**config.mk**
```make
export PLATFORM = sky130hd
export DESIGN_NAME = timer_ctrl
export DESIGN_NICKNAME = d
export VERILOG_FILES = /design/src/rtl/timer_ctrl.sv
export SDC_FILE = /design/constraint.sdc
export NUM_CORES = 1
export LEC_CHECK = 0
export CAP_MARGIN = 20
export CORE_MARGIN = 8
export CORE_UTILIZATION = 53
export CTS_CLUSTER_DIAMETER = 150
export CTS_CLUSTER_SIZE = 24
export DETAILED_ROUTE_END_ITERATION = 7
export GPL_TIMING_DRIVEN = 0
export PLACE_DENSITY = 0.85
export SLEW_MARGIN = 25
export SYNTH_ARGS = -nofsm -noshare
export SYNTH_HDL_FRONTEND = slang
export SYNTH_SLANG_ARGS = --single-unit
```
**constraint.sdc**
```tcl
create_clock -name CLK -period 5.6 [get_ports CLK]
set_input_delay 1.12 -clock CLK [delete_from_list [all_inputs] [get_ports CLK]]
set_output_delay 1.12 -clock CLK [all_outputs]
set_load 0.02 [all_outputs]
```
**src/rtl/timer_ctrl.sv**
```systemverilog
// Programmable up-counter timer with one-shot/periodic modes, pause/resume and a sticky irq.
// Optional missed-interrupt counter on ovf_cnt is built only when TIMER_OVF_CNT_EN is defined.
module timer_ctrl #(
  parameter int WIDTH = 16
) (
  input  logic             CLK,
  input  logic             RST,
  input  logic             start,
  input  logic             stop,
  input  logic             load,
  input  logic [WIDTH-1:0] per_in,
  input  logic             mode,
  input  logic             irq_ack,
  output logic [WIDTH-1:0] count,
  output logic             busy,
  output logic             tc,
  output logic             irq,
  output logic [7:0]       ovf_cnt
);

  typedef enum logic [1:0] {
    IDLE  = 2'd0,
    RUN   = 2'd1,
    PAUSE = 2'd2,
    DONE  = 2'd3
  } state_t;

  state_t           state, state_nxt;
  logic [WIDTH-1:0] count_q, count_nxt;
  logic [WIDTH-1:0] per_q, per_nxt;
  logic             mode_q, mode_nxt;
  logic             irq_q;

  assign count = count_q;
  assign busy  = (state == RUN);
  assign tc    = (state == RUN) && (count_q == per_q);
  assign irq   = irq_q;

  always_ff @(posedge CLK) begin
    if (RST) begin
      state   <= IDLE;
      count_q <= '0;
      per_q   <= '0;
      mode_q  <= 1'b0;
    end else begin
      state   <= state_nxt;
      count_q <= count_nxt;
      per_q   <= per_nxt;
      mode_q  <= mode_nxt;
    end
  end

  // stop has priority over start in every state
  always_comb begin
    state_nxt = state;
    count_nxt = count_q;
    per_nxt   = per_q;
    mode_nxt  = mode_q;
    if (load && (state != RUN))
      per_nxt = per_in;
    case (state)
      IDLE, DONE: begin
        if (start && !stop) begin
          state_nxt = RUN;
          count_nxt = '0;
          mode_nxt  = mode;
        end
      end
      PAUSE: begin
        if (start && !stop)
          state_nxt = RUN;
      end
      RUN: begin
        if (stop) begin
          state_nxt = PAUSE;
        end else if (tc) begin
          if (mode_q)
            count_nxt = '0;
          else
            state_nxt = DONE;
        end else begin
          // wraps modulo 2^WIDTH when PER was lowered below count
          count_nxt = count_q + 1'b1;
        end
      end
      default: state_nxt = IDLE;
    endcase
  end

  always_ff @(posedge CLK) begin
    if (RST)
      irq_q <= 1'b0;
    else if (tc)
      irq_q <= 1'b1;
    else if (irq_ack)
      irq_q <= 1'b0;
  end

`ifdef TIMER_OVF_CNT_EN
  logic [7:0] ovf_q;

  always_ff @(posedge CLK) begin
    if (RST)
      ovf_q <= 8'h00;
    else if (tc && irq_q && !irq_ack && (ovf_q != 8'hFF))
      ovf_q <= ovf_q + 8'd1;
  end

  assign ovf_cnt = ovf_q;
`else
  assign ovf_cnt = 8'h00;
`endif

endmodule
```
---- Word-level counts from Yosys, hierarchy flattened ----
Index checks and enable logic that the tools add are counted.
word-level totals
  bits in registers ....................... 36
  output and inout port bits .............. 27
cells by class
  reduce and logical (&&, ||, !) cells .... 12
  mux-type cells .......................... 12
  add/sub/neg operators ................... 1
  eq/ne operators ......................... 11
operators with widths
  kind                                                   count
  two-way mux 16 bit                                     4
  one-hot mux 16 bit (2 select lines)                    1
  adder 16 x 1 -> 16 bit, second input constant          1
  == test 16 bit                                         1
  two-way mux 2 bit                                      4
  inequality test 3 x 2 -> 1 bit, second input constant  2
  == test 2 bit, second input constant                   2
  inequality test 2 x 1 -> 1 bit, second input constant  2
  inequality test 2 bit, second input constant           2
  one-hot mux 2 bit (2 select lines)                     1
  AND reduction 4 bit                                    1
  nonzero test 2 bit                                     2
  logical AND 1 bit                                      3
  inequality test 3 bit, second input constant           1
  AND reduction 3 bit                                    1
  OR reduction 3 bit                                     1
  == test 2 x 1 -> 1 bit, second input constant          1
  logical NOT 2 bit                                      1
  two-way mux 1 bit                                      2
  AND reduction 2 bit                                    1
  OR reduction 2 bit                                     1
  logical NOT 1 bit                                      1

---- Depth between registers and ports, before layout ----
  word-level depth ........................ 5
  depth in mapped cells ................... 9

---- Worst setup path before layout ----
Ideal clock, no wire load.
  path kind ............................... register to output
  start ................................... reg state[0]
  end ..................................... out tc
  stages on the path, launching flop included .. 6
  required time ........................... 4.480 ns
  buffers on the path ..................... 1
  data arrival time ....................... 1.571 ns
  slack ................................... 2.909 ns
  path through ............................ dfxtp_1 -> ha_1 -> buf_4 -> nand3_1 -> nor4_2 -> and2_1
on the way
  cells in the longest elaborated chain, start to end .. 2
RTL lines
  element                 RTL line  source
  start, declared         28        state_t state, state_nxt;
  start signal, assigned  46        state <= state_nxt;
  == test 2 x 1 -> 1 bit  -
  via busy                15        output logic busy,
  logical AND 1 bit       36        assign tc = (state == RUN) && (count_q == per_q);
  end, declared           16        output logic tc,
The timed path passes the listed nets, and every way through them passes these cells.

---- Worst setup path after layout ----
  start ................................... reg state[0]
  end ..................................... out tc
on the way
  cells in the longest elaborated chain, start to end .. 2
RTL lines
  element                 RTL line
  == test 2 x 1 -> 1 bit  36
  logical AND 1 bit       36
Every way passes these cells.

==> results.cfg <==
[placed_design]
dpl_cell_area_um2 = 2520
gp_congestion = 0.854
placed_cells = 353
dp_hpwl_mm = 3.95
portBuffers = 40

[finish]
n_antenna_cell = 0
nets = 338
finish.instance_area_um2 = 2610
area_growth_syn_to_layout_pct = 28.2
drive_gt1_share_pct = 11.2
instances_no_fill = 361
final_cell_mix = nand2_1, clkdlybuf4s50_1, dfxtp_1
seq_area_um2 = 721
multi_input_area_um2 = 1150
nFillCells = 315

[synth]
synthDistinctLibCells = 43
synthSimpleGateAreaFrac_pct = 29.7
postSynthCellCount = 258
synth_xor_area_share_pct = 3.87
synth_top_area_share_pct = 35.4
ys_seq_area_share_pct = 35.4
synthMuxAreaShare_pct = 1.47
yosys_register_bits = 36
yosys_warnings = 0
synthAdderAreaFrac_pct = 1.84
synth_area_leaders = dfxtp_1, nand2_1, a21oi_1
synth_top_family_by_area = simple AND/OR/NAND/NOR gates
avgSynthCellArea_um2 = 7.90
yosysTopAreaCell = dfxtp_1
synth_area_um2 = 2040
synth_compound_area_share_pct = 18.0

[clock_tree]
cts_buffers = 5
post_cts_buffers = 0
insertion_delay_ns = 0.29
post_cts_resized = 0
cts.sinks = 36
cts_tree = yes
clockBufferDepth = 2
cts-root-buf = clkbuf_8
cts.htree.levels = 2
clkTransAtPathRegs_ns = 0.07
cts_hold_buf = 0

[drt]
avgViaCountPerCell = 5.48
post-route-drc-count = 0
ant_nets = 0
num_vias = 1978
wire_per_inst_um = 14.0
drt_iter0_markers = 167
totalWireLength_mm = 5.06
dr.pass1.iters = 4

[critical_path]
path_class = reg2out
reg2reg_slack_ns = 3.30
required_ns = 4.48
reg2reg_to = count[3]$_SDFFE_PP0P_
startpoint_type = flop
critPathMaxFanout = 10
reg2reg_depth = 8
arrival_ns = 2.39
r2r-start = state[0]$_SDFFE_PP0P_
worstSetupEndpointType = output port

[timing]
fin_worst_skew_ns = 0.00626
tightest_slew_ns = 0.548
post-route-period-util_pct = 62.8
hold_viol_final = 0
fmax_ghz = 0.285
max-slew-margin-rel_pct = 63.4
rsz0062_at_grt = no
setup_viol = 0
slew_viol_final = 0
layout_min_cycle_time_ns = 3.51
setup_tns_ns = 0

[global_route]
grt_pass1_wl_mm = 8.58
grt_overflow = 0
track_usage_pct = 16.7
grt_max_degree = 13
grt_pass1_vias = 1949
antenna_found_initial = 0

[floorplan]
start_util_pct = 55.3
die_w_um = 78.0
ios = 50
chipHeight_um = 78.0
row_count = 22
fp.coreArea_um2 = 3690
design.die.area_um2 = 6090

[min_path]
hp-class = reg2reg
holdPathStages = 2
whs_endpoint = per_q[4]$_SDFFE_PP0P_
worstHoldStart = per_q[4]$_SDFFE_PP0P_

[status]
outcome = complete, no violations

[power_and_ir_drop]
powerDensity_nw_per_um2 = 225
leakagePower_nw = 0.968
ir_drop_uv = 175

[flow_run]
max_cap_viol_count = 0
==> synthesized netlist by cell type (all sizes together) <==
library cell / count
a211oi: 4
a21oi: 31
a31oi: 1
a32o: 1
and2: 1
and3: 7
and4: 1
buf: 15
clkbuf: 7
conb: 1
dfxtp: 36
ha: 3
inv: 14
mux2i: 3
nand2: 40
nand2b: 9
nand3: 18
nand4: 10
nor2: 5
nor2b: 2
nor3: 1
nor3b: 3
nor4: 2
o2111a: 1
o21ai: 5
o221ai: 1
o22ai: 10
o31ai: 2
o32ai: 1
or2: 2
or2b: 9
or3: 2
or4: 1
xnor2: 5
xor2: 4
==> per-layer routing <==
layer	wire (um)	vias to the layer above	part of all wire [%]	global-route usage [%]
met5	0	-	0	0
met4	43	0	0.85	4.44
met3	298	7	5.9	4.78
met2	2470	58	49	28.7
met1	2250	923	44	19.9
li1	-	990	-	-
==> cells by family after synthesis <==
family | count (synthesis)
compound gates | 57
xor+xnor | 9
fa+ha+maj | 3
buf+inv | 36
flops | 36
mux | 3
other cells | 1
simple gates | 113
==> registers in the layout, summed over array words and instances, names as in the netlist <==
register  cells
count        16
per_q        16
state         2
irq           1
mode_q        1
==> report_power, final <==
group / internal, mW / switching (mW) / leakage (nW)
logic: 0.0597 / 0.0690 / 0.628
clock network: 0.0866 / 0.0952 / 0.0479
registers: 0.267 / 0.00970 / 0.293
total: 0.414 / 0.174 / 0.968
==> area by class of cell <==
type	instances	area share, %
buffer	22	5.51
clock buffer	5	2.63
clock inverter	3	0.718
inverter	14	2.01
multi-input combinational	193	43.9
sequential	36	27.6
tap	48	2.30
timing repair buffer	40	15.3
==> through the flow <==
stage                     total power [mW]  utilization (%)  hold WS [ns]  worst slack, ns
after floorplan                      0.372                -         0.439             2.91
after global placement               0.406             68.5         0.449             2.43
after detailed placement             0.410             68.5         0.461             2.39
after CTS                            0.587             70.8         0.470             2.07
after global routing                 0.612             70.8         0.486             2.00
final                                0.588             70.8         0.467             2.09
==> worst max-delay path by stage <==
stage               cells after the start                   from  slack [ns]  to
global placement                        6  state[0]$_SDFFE_PP0P_        2.43  tc
finish                                  6  state[0]$_SDFFE_PP0P_        2.09  tc
global route                            6  count[4]$_SDFFE_PP0P_        2.00  tc
CTS                                     6  count[4]$_SDFFE_PP0P_        2.07  tc
detailed placement                      6  count[4]$_SDFFE_PP0P_        2.39  tc
floorplan                               5  state[0]$_SDFFE_PP0P_        2.91  tc
==> worst max-delay path, stage by stage (launching register included) <==
cell and delay, ns:
dfxtp_1 0.40, ha_1 0.19, buf_4 0.17, nand3_1 0.09
nor4_2 0.45, and2_1 0.20, clkdlybuf4s50_1 0.60
No activity file was read; power rests on OpenSTA's default activity.
